## config.mk

```make
export PLATFORM = sky130hd
export DESIGN_NAME = fpga_serial_rx
export DESIGN_NICKNAME = d
export VERILOG_FILES = /design/src/rtl/fpga_serial_rx.sv
export SDC_FILE = /design/constraint.sdc
export NUM_CORES = 1
export LEC_CHECK = 0
export ABC_AREA = 1
export CORE_AREA = 2 2 105 107
export CTS_BUF_LIST = sky130_fd_sc_hd__clkbuf_16
export CTS_CLUSTER_DIAMETER = 40
export DETAILED_ROUTE_END_ITERATION = 6
export DIE_AREA = 0 0 107 109
export HOLD_SLACK_MARGIN = 0.12
export PLACE_DENSITY = 0.72
export SLEW_MARGIN = 20
export SYNTH_ARGS = -nofsm -noshare
export SYNTH_HDL_FRONTEND = slang
export SYNTH_SLANG_ARGS = --single-unit
```

## constraint.sdc

```tcl
create_clock -name clk -period 1.6 [get_ports clk]
set_input_delay 0.32 -clock clk [delete_from_list [all_inputs] [get_ports clk]]
set_output_delay 0.32 -clock clk [all_outputs]
set_load 0.05 [all_outputs]
```

## src/rtl/fpga_serial_rx.sv

```systemverilog
// fpga_serial_rx: synchronized 9-bit serial frame receiver with parity check, 16x4 table and good-frame counter
module fpga_serial_rx #(
  parameter bit PARITY_ODD = 1'b1
) (
  input  logic       clk,
  input  logic       rst_n,
  input  logic       ser_clk,
  input  logic       ser_frame,
  input  logic       ser_data,
  output logic [3:0] rx_addr,
  output logic [3:0] rx_data,
  output logic       rx_valid,
  output logic       rx_err,
  input  logic [3:0] rd_addr,
  output logic [3:0] rd_data,
  output logic [7:0] frame_cnt
);
  typedef enum logic [1:0] {IDLE, SHIFT, CHECK} state_t;
  state_t state, state_n;
  logic [1:0] clk_s, frm_s, dat_s, rdy;
  logic clk_d, frm_d, wait_low;
  logic [3:0] bit_cnt;
  logic [8:0] sr;
  logic [3:0] mem [16];
  logic edge_det, rise, good, start, shift_en, len_err, check_ok, check_bad;
  assign edge_det = clk_s[1] & ~clk_d;
  assign rise = frm_s[1] & ~frm_d;
  assign good = (^sr) == PARITY_ODD;
  always_comb begin
    state_n = state;
    start = 1'b0;
    shift_en = 1'b0;
    len_err = 1'b0;
    check_ok = 1'b0;
    check_bad = 1'b0;
    case (state)
      IDLE: begin
        start = rise && !wait_low;
        state_n = start ? SHIFT : IDLE;
      end
      SHIFT: begin
        len_err = bit_cnt != 4'd9 && !frm_s[1];
        shift_en = bit_cnt != 4'd9 && frm_s[1] && edge_det;
        state_n = bit_cnt == 4'd9 ? CHECK : len_err ? IDLE : SHIFT;
      end
      CHECK: begin
        check_ok = good;
        check_bad = !good;
        state_n = IDLE;
      end
      default: state_n = IDLE;
    endcase
  end
  // wait_low starts set so a frame already in flight at reset release is skipped;
  // rdy holds it until the synchronizers carry real ser_frame values
  always_ff @(posedge clk or negedge rst_n) begin
    if (!rst_n) begin
      state <= IDLE;
      clk_s <= '0;
      frm_s <= '0;
      dat_s <= '0;
      rdy <= '0;
      clk_d <= 1'b0;
      frm_d <= 1'b0;
      wait_low <= 1'b1;
      bit_cnt <= '0;
      sr <= '0;
      rx_addr <= '0;
      rx_data <= '0;
      rx_valid <= 1'b0;
      rx_err <= 1'b0;
      frame_cnt <= '0;
      rd_data <= '0;
      for (int i = 0; i < 16; i++) mem[i] <= '0;
    end else begin
      state <= state_n;
      clk_s <= {clk_s[0], ser_clk};
      frm_s <= {frm_s[0], ser_frame};
      dat_s <= {dat_s[0], ser_data};
      rdy <= {rdy[0], 1'b1};
      clk_d <= clk_s[1];
      frm_d <= frm_s[1];
      if (state == CHECK) wait_low <= frm_s[1];
      else if (rdy[1] && !frm_s[1]) wait_low <= 1'b0;
      if (start) bit_cnt <= '0;
      else if (shift_en) bit_cnt <= bit_cnt + 4'd1;
      if (shift_en) sr <= {sr[7:0], dat_s[1]};
      rx_valid <= check_ok;
      rx_err <= check_bad | len_err;
      if (check_ok) begin
        rx_addr <= sr[8:5];
        rx_data <= sr[4:1];
        mem[sr[8:5]] <= sr[4:1];
      end
      if (check_ok && frame_cnt != 8'hff) frame_cnt <= frame_cnt + 8'd1;
      rd_data <= mem[rd_addr];
    end
  end
endmodule

```

==> results.json, run 1 <==
{
  "run_status": "finished with violations",
  "violations": "negative setup slack",
  "start_util": 0.525,
  "dieArea_um2": 11700,
  "hold_start": "dat_s[0]",
  "ys_ff_latch": 112,
  "ys_types": 31,
  "nFillCells": 809,
  "seqPwrFrac": 0.378,
  "core_um2": 10600,
  "grt_first_pass_wirelength_mm": 24.3,
  "cts_tree": "built",
  "grt_antenna_before_repair": 0,
  "setup_tns_ns": -7.62,
  "die_x_um": 107,
  "netlist_area_um2": 5570,
  "end_kind": "flip-flop",
  "arrival_ns": 2.00,
  "p_int_uw": 5270,
  "hpwl_mm": 9.34,
  "pre_cts_ws_ns": -0.144,
  "clock_latency_ns": 0.35,
  "rsz0062_at_grt": "true",
  "critPathLaunchType": "flip-flop",
  "cts_sinks": 112,
  "syn_area_per_cell_um2": 8.51,
  "clockBufferDepth": 2,
  "cp_max_fo": 8,
  "grt_usage": 0.266,
  "ios": 31,
  "fin_area_um2": 7220,
  "vias": 5046,
  "grt_max_degree": 56,
  "place_area_um2": 6440,
  "cap_violations": 0,
  "r2r_slack_ns": -0.16,
  "fmax_mhz": 568,
  "drive_above_1_share": 0.281,
  "register_area_um2": 2810,
  "synthesis.nets": 667,
  "switchingPower_uw": 2580,
  "period_needed_ns": 1.76,
  "htree_num_levels": 3,
  "syn_to_final_growth_pct": 29.6,
  "p_leak_uw": 0.00348,
  "sw_frac_of_total": 0.329,
  "seq_area_frac_synth": 0.503,
  "synthCells": 655,
  "fin_nets": 743,
  "slew_violations": 0,
  "clkTransAtPathRegs_ns": 0.07,
  "finalHoldViolations": 0,
  "rr_worst_depth": 13,
  "dieHeight_um": 109,
  "finalWirelength_mm": 15.0,
  "clock_skew_ns": 0.0105,
  "setup-violations-final": 80,
  "tightestPinTransition_ns": 0.513,
  "drc": 0,
  "port_buffers": 30,
  "root_buffer": "clkbuf_16",
  "wl_per_cell_um": 17.1,
  "viasPerCell": 5.76,
  "ant_nets": 0,
  "cp.required_ns": 1.84,
  "first_iter_violations": 338,
  "slew_headroom": 0.656,
  "grt_pass1_vias": 4948,
  "p_per_area_nw_per_um2": 1090,
  "crit_type": "flip-flop to flip-flop",
  "r2r-end": "mem[55]",
  "fp-row-count": 38,
  "min_path_cells": 0,
  "hold_end": "dat_s[1]",
  "total_power_uw": 7850,
  "ir_drop_mv": 0.591,
  "hold_path.class": "flip-flop to flip-flop",
  "fin_crit_sh": 1.10,
  "numCtsBuffers": 9,
  "timing.rr.start": "sr[6]",
  "gp_congestion": 0.827,
  "clkPwrFrac": 0.283,
  "synth_warnings": 0,
  "multi_input_area_um2": 2670,
  "grt_overflow": 0,
  "setup_ws_ns": -0.161,
  "antenna_cells": 0,
  "dr.pass1.iters": 6,
  "comb_power_share": 0.339
}
synthesized netlist by cell type:
cell        n  area share
xnor2_1     1      0.0016
clkbuf_1   19       0.013
xor2_1      2      0.0031
nand2_1   219        0.15
nand3_1    13       0.012
o22ai_1     2      0.0022
a21oi_1    20       0.018
and3_1      2      0.0022
conb_1      1     0.00067
o211ai_1   16       0.022
nor3_1      2      0.0018
inv_1      40       0.027
nor2_2      1      0.0011
dfstp_2     1      0.0047
inv_2       4      0.0027
buf_2      13       0.012
mux2i_1    16       0.029
nand4_1    71       0.080
nand3_2     6       0.011
dfrtp_1   111        0.50
buf_4       4      0.0054
o21ai_0    38       0.034
nand3b_1    1      0.0013
buf_1       1     0.00067
nor2_1     33       0.022
or2_2       1      0.0011
ha_1        3      0.0067
nand3_4    10       0.031
nand2_2     1      0.0011
buf_12      1      0.0036
buf_6       2      0.0040
sequential cells by signal, indices dropped and copies added (netlist names), 4 cells and up:
signal     cells
bit_cnt        4
frame_cnt      8
mem           64
rd_data        4
rx_addr        4
rx_data        4
sr             9
cell usage in the layout (no fill, tap or decap), types with 2 or more instances in the layout:
| master | synthesis | final |
|---|---|---|
| buf_4 | 4 | 67 |
| buf_12 | 1 | 20 |
| nor3_2 | 0 | 2 |
| o211ai_1 | 16 | 16 |
| inv_1 | 40 | 35 |
| buf_16 | 0 | 2 |
| mux2i_1 | 16 | 16 |
| a21oi_1 | 20 | 20 |
| xor2_1 | 2 | 2 |
| o21ai_0 | 38 | 34 |
| clkbuf_16 | 0 | 10 |
| clkinv_2 | 0 | 3 |
| inv_2 | 4 | 11 |
| o21ai_1 | 0 | 4 |
| clkdlybuf4s50_1 | 0 | 6 |
| nor2_1 | 33 | 29 |
| dfrtp_1 | 111 | 106 |
| nand3_4 | 10 | 17 |
| buf_6 | 2 | 3 |
| nand4_1 | 71 | 71 |
| buf_2 | 13 | 3 |
| nand2_1 | 219 | 171 |
| nand3_1 | 13 | 11 |
| nand2_2 | 1 | 44 |
| dfrtp_2 | 0 | 5 |
| nand2_4 | 0 | 5 |
| nor2_2 | 1 | 4 |
cells by family after synthesis:
logic type / Yosys count / share of synthesized area
AOI/OAI and AO/OA: 76 / 0.0759
other: 1 / 0.000673
xor gates and xnor gates: 3 / 0.00472
buffers and inverters: 84 / 0.0678
muxes: 16 / 0.0287
adders and majority gates: 3 / 0.00674
and+or+nand+nor: 360 / 0.312
DFF: 112 / 0.503
final cells by class:
class                      instances  area share
sequential                       112       0.389
multi-input combinational        460       0.370
timing repair buffer             104       0.155
clock buffer                       9      0.0312
tap                              140      0.0243
inverter                          44      0.0229
clock inverter                     7     0.00780
power groups by stage:
stage	registers [uW]	clock network [uW]	logic, uW
final	2970	2220	2660
after global routing	2970	2330	2820
after CTS	2950	2230	2530
after detailed placement	3010	0	1710
after global placement	3000	0	1680
after floorplan	3020	0	1130
worst max path at each step:
stage                   endpoint  cells after the start    startpoint
floorplan           frame_cnt[5]                     10  frame_cnt[0]
global placement      rd_data[0]                      7    rd_addr[1]
detailed placement       mem[52]                     13         sr[1]
CTS                      mem[52]                     12         sr[4]
global route             mem[54]                     13         sr[1]
finish                   mem[55]                     13         sr[6]
through the flow:
step | utilization | std cells | hold slack, ns
after floorplan | - | 655 | 0.0244
after global placement | 0.608 | 838 | 0.233
after detailed placement | 0.608 | 838 | 0.239
after CTS | 0.661 | 869 | 0.353
after global routing | 0.681 | 876 | 0.358
final | 0.681 | 876 | 0.351
critical path, cell delays in order (launching register included):
cell,delay (ns)
dfrtp_1,0.45
inv_2,0.11
nand2_2,0.05
nand2_2,0.07
nand2_1,0.05
nand2_1,0.08
nand2_2,0.08
nand2_2,0.09
nand2_4,0.08
nand2_8,0.15
buf_12,0.16
nand3_4,0.10
nand2_1,0.11
nand2_1,0.06
per-layer routing:
layer | track usage | routed length (um) | part of all wire | vias up
li1 | - | - | - | 2362
met1 | 0.351 | 6220 | 0.41 | 2457
met2 | 0.455 | 7690 | 0.51 | 193
met3 | 0.0287 | 730 | 0.049 | 34
met4 | 0.108 | 375 | 0.025 | 0
met5 | 0 | 0 | 0 | -
what timing repair did:
action	CTS	global route
setup buffers	9	6
endpoints found under the setup margin	83	95
hold endpoints to repair	16	0
cloned	5	3
pin swaps	4	18
hold buffers	1	0
gates resized for setup	24	65
Note: power is estimated with default switching activity, not from simulation.
==> run 2, diff against run 1 <==
Settings changed: CAP_MARGIN set to 15, SKIP_LAST_GASP set to 1.
==> results.json, run 2 (synthesis gave the netlist of run 1 again) <==
{
  "fin_crit_sh": 1.10,
  "regMostFlops": "mem",
  "finalWirelength_mm": 15.0,
  "p_per_area_nw_per_um2": 1090,
  "start_util": 0.525,
  "vias": 5017,
  "end_kind": "flip-flop",
  "largest_reg_flops": 64,
  "cp.required_ns": 1.84,
  "viasPerCell": 5.73,
  "crit_type": "flip-flop to flip-flop",
  "syn_to_final_growth_pct": 29.5,
  "dieHeight_um": 109,
  "fmax_mhz": 568,
  "grt_overflow": 0,
  "die_x_um": 107,
  "cap_violations": 0,
  "finalHoldViolations": 0,
  "antenna_cells": 0,
  "cts_sinks": 112,
  "grt_usage": 0.266,
  "port_buffers": 30,
  "grt_antenna_before_repair": 0,
  "final_common_cell": "nand2_1",
  "clkTransAtPathRegs_ns": 0.07,
  "ant_nets": 0,
  "fin_area_um2": 7220,
  "slowest_delay_ns": 0.45,
  "critPathMostFrequentCell": "nand2_1",
  "clock_skew_ns": 0.00948,
  "ir_drop_mv": 0.592,
  "critPathLaunchType": "flip-flop",
  "clockBufferDepth": 2,
  "setup-violations-final": 80,
  "ios": 31,
  "wl_per_cell_um": 17.1,
  "violations": "negative setup slack",
  "hpwl_mm": 9.34,
  "slew_headroom": 0.654,
  "p_leak_uw": 0.00348,
  "hold_path.class": "flip-flop to flip-flop",
  "fp-row-count": 38,
  "gp_congestion": 0.827,
  "setup_tns_ns": -7.21,
  "top_regs": "mem (64), sr (9), frame_cnt (8)",
  "dr.pass1.iters": 5,
  "slew_violations": 0,
  "cp_max_fo": 8,
  "numCtsBuffers": 9,
  "run_status": "finished with violations",
  "drive_above_1_share": 0.280,
  "holdWs_ns": 0.351,
  "fin_nets": 743,
  "cpMaxStageDelayCell": "dfrtp_2",
  "drc": 0,
  "arrival_ns": 1.99,
  "grt_max_degree": 56,
  "place_area_um2": 6440,
  "rsz0062_at_grt": "true",
  "grt_pass1_vias": 4948,
  "core_um2": 10600,
  "root_buffer": "clkbuf_16",
  "cts_tree": "built",
  "tightestPinTransition_ns": 0.517,
  "nFillCells": 810,
  "period_needed_ns": 1.76,
  "first_iter_violations": 346,
  "dieArea_um2": 11700,
  "htree_num_levels": 3,
  "setup_ws_ns": -0.159,
  "cp_cell_sequence": "inv_2 -> nand2_1 -> nand2_2 -> nand2_1 -> nand2_1 -> nand2_2 -> nand2_2 -> nand2_4 -> nand2_8 -> buf_12 -> nand3_4 -> nand2_1 -> nand2_1",
  "final_cell_mix": "172 x nand2_1, 106 x dfrtp_1, 71 x nand4_1",
  "clock_latency_ns": 0.35,
  "grt_first_pass_wirelength_mm": 24.3
}
==> run 2: cell count changes in the layout (fill, tap and decap cells not counted) <==
cell     before  now
nand2_1     171  172
nand2_2      44   43
==> run 2: what timing repair did <==
action / 4_1_cts / 5_1_grt
endpoints found under the hold margin: 16 / 0
setup buffers: 9 / 6
cloned: 5 / 3
hold buffers: 1 / 0
setup endpoints to repair: 83 / 95
resized for setup: 24 / 64
pin swaps: 4 / 18
==> run 2: layer usage <==
metal	vias to the layer above	GRT usage	share of wire
met3	35	0.0287	0.045
li1	2365	-	-
met4	0	0.108	0.027
met5	-	0	0
met2	165	0.455	0.51
met1	2452	0.351	0.42
==> run 2: final cells by class <==
cell class	instances	area [um^2]	area share
sequential	112	2810	0.389
multi-input combinational	460	2670	0.370
timing repair buffer	104	1120	0.155
clock buffer	9	225	0.0312
tap	140	175	0.0243
inverter	44	165	0.0229
clock inverter	7	56.3	0.00780
==> run 2: metrics by stage <==
step | util | power (uW) | cells | worst slack, ns
after floorplan | - | 4150 | 655 | -0.00263
after global placement | 0.608 | 4680 | 838 | -0.0607
after detailed placement | 0.608 | 4720 | 838 | -0.144
after CTS | 0.661 | 7710 | 869 | -0.117
after global routing | 0.681 | 8130 | 876 | -0.282
final | 0.681 | 7860 | 876 | -0.159
==> run 2: final timing paths <==
| kind | end | from | slack (ns) | cells past startpoint |
|---|---|---|---|---|
| max in group asynchronous | mem[16] | rst_n | 0.59 | 3 |
| setup reg to reg | mem[55] | sr[4] | -0.16 | 13 |
| hold / removal | dat_s[1] | dat_s[0] | 0.35 | 0 |
| setup / recovery | mem[55] | sr[4] | -0.16 | 13 |
| hold reg to reg | dat_s[1] | dat_s[0] | 0.35 | 0 |
| min in group asynchronous | mem[12] | rst_n | 0.41 | 2 |
==> run 2: worst max-delay path: cells and delay by family, from the launching register on <==
kind / cells / cell delay [ns]
AND/OR/NAND/NOR: 11 / 0.95
flip-flops: 1 / 0.45
buffers and inverters: 2 / 0.24
==> run 2: power by group <==
group | total [uW] | internal, uW | switching [uW]
sequential | 2960 | 2900 | 67.4
combinational | 2670 | 1180 | 1490
clock | 2220 | 1190 | 1030
total | 7860 | 5270 | 2590
==> run 3, diff against run 2 <==
Settings changed: CORE_AREA 2 2 105 107 to 2 2 100 102, DIE_AREA 0 0 107 109 to 0 0 102 104, PLACE_DENSITY 0.72 to 0.75.
Clock period 1.6 ns to 2 ns, I/O delays scaled along.
==> results.json, run 3 (synthesis gave the netlist of run 1 again) <==
{
  "run_status": "completed",
  "finalHoldViolations": 0,
  "nFillCells": 790,
  "period_needed_ns": 1.94,
  "setup_tns_ns": 0,
  "setup-violations-final": 0,
  "dieHeight_um": 104,
  "final_cell_mix": "218 x nand2_1, 111 x dfrtp_1, 71 x nand4_1",
  "slowest_delay_ns": 0.82,
  "fmax_mhz": 515,
  "fin_nets": 693,
  "arrival_ns": 1.54,
  "seqPwrFrac": 0.425,
  "cp_cell_sequence": "clkdlybuf4s50_1",
  "cp_num_buf_inv": 1,
  "numCtsBuffers": 9,
  "fp-row-count": 36,
  "p_int_uw": 3720,
  "grt_first_pass_wirelength_mm": 20.9,
  "cts_sinks": 112,
  "grt_max_degree": 60,
  "drc": 0,
  "place_area_um2": 6040,
  "dieArea_um2": 10600,
  "pre_cts_ws_ns": 0.0490,
  "crit_type": "flip-flop to output port",
  "hold_start": "clk_s[0]",
  "cp.required_ns": 1.60,
  "slew_headroom": 0.657,
  "fin_util": 0.674,
  "p_leak_uw": 0.00317,
  "vias": 4653,
  "regMostFlops": "mem",
  "r2r_slack_ns": 0.18,
  "sw_frac_of_total": 0.332,
  "r2r-end": "mem[17]",
  "grt_pass1_vias": 4278,
  "slew_violations": 0,
  "cpMaxStageDelayCell": "clkdlybuf4s50_1",
  "first_iter_violations": 242,
  "min_path_cells": 0,
  "setup_ws_ns": 0.0589,
  "rr_worst_depth": 13,
  "clock_skew_ns": 0.00691,
  "hold_path.class": "flip-flop to flip-flop",
  "start_util": 0.583,
  "clock_latency_ns": 0.36,
  "path_delay_family": "buffers and inverters",
  "port_buffers": 30,
  "p_per_area_nw_per_um2": 864,
  "fin_crit_sh": 0.971,
  "cp_max_fo": 2,
  "htree_num_levels": 3,
  "clkPwrFrac": 0.313,
  "comb_power_share": 0.262,
  "root_buffer": "clkbuf_16",
  "drive_above_1_share": 0.0991,
  "die_x_um": 102,
  "antenna_cells": 0,
  "dr.pass1.iters": 6,
  "wl_per_cell_um": 15.4,
  "critPathLaunchType": "flip-flop",
  "hpwl_mm": 8.43,
  "syn_to_final_growth_pct": 15.5,
  "tightestPinTransition_ns": 0.513,
  "clockBufferDepth": 2,
  "switchingPower_uw": 1850,
  "end_kind": "output port",
  "hold_end": "clk_s[1]",
  "rsz0062_at_grt": "false",
  "ir_drop_mv": 0.794,
  "ios": 31,
  "clkTransAtPathRegs_ns": 0.08,
  "core_um2": 9550,
  "cts_tree": "built",
  "top_regs": "mem (64), sr (9), frame_cnt (8)",
  "fin_area_um2": 6440,
  "timing.rr.start": "sr[2]",
  "register_area_um2": 2800,
  "viasPerCell": 5.68,
  "final_common_cell": "nand2_1",
  "multi_input_area_um2": 2400,
  "total_power_uw": 5560,
  "grt_antenna_before_repair": 0,
  "finalWirelength_mm": 12.6,
  "largest_reg_flops": 64,
  "grt_overflow": 0,
  "grt_usage": 0.250,
  "gp_congestion": 0.841,
  "ant_nets": 0,
  "cap_violations": 0
}
[run 3: final cells by class]
cell class              count  area share
inverters                  44      0.0257
clock buffers               9      0.0350
repair buffers             55      0.0943
clock inverters             7     0.00991
multi-input cells         459       0.374
well taps                 133      0.0259
flip-flops and latches    112       0.436
[run 3: layer usage]
| layer | wire, um | global-route usage |
|---|---|---|
| met1 | 5590 | 0.353 |
| met5 | 0 | 0 |
| met2 | 6020 | 0.390 |
| met3 | 785 | 0.0511 |
| met4 | 229 | 0.0771 |
[run 3: worst max-delay path by stage]
stage | startpoint | endpoint | slack, ns | cells after the start
after detailed placement | sr[2] | rx_addr[3] | 0.05 | 12
after floorplan | frame_cnt[0] | frame_cnt[5] | 0.17 | 10
after global placement | rd_addr[1] | rd_data[1] | 0.16 | 7
after CTS | frame_cnt[1] | frame_cnt[1] | 0.003 | 1
final | rx_addr[1] | rx_addr[1] | 0.06 | 1
after global routing | frame_cnt[0] | frame_cnt[0] | 0.006 | 8
[run 3: power by group through the flow]
stage          clock network [uW]  logic (uW)  registers, uW
2_1_floorplan                   0         904           2410
3_3_place_gp                    0        1160           2400
3_5_place_dp                    0        1190           2410
4_1_cts                      1780        1190           2360
5_1_grt                      1870        1550           2370
6_report                     1740        1460           2360
[run 3: stage by stage]
step / hold slack (ns) / cells
floorplan: 0.104 / 655
global placement: 0.238 / 794
finish: 0.352 / 819
detailed placement: 0.241 / 794
CTS: 0.358 / 811
global route: 0.362 / 819
[run 3: repair_timing]
action	CTS	global route
hold buffers	1	0
setup endpoints to repair	5	36
pin swaps	0	2
buffers inserted	0	6
resized for setup	5	4
hold endpoints to repair	6	0
gates cloned	0	2
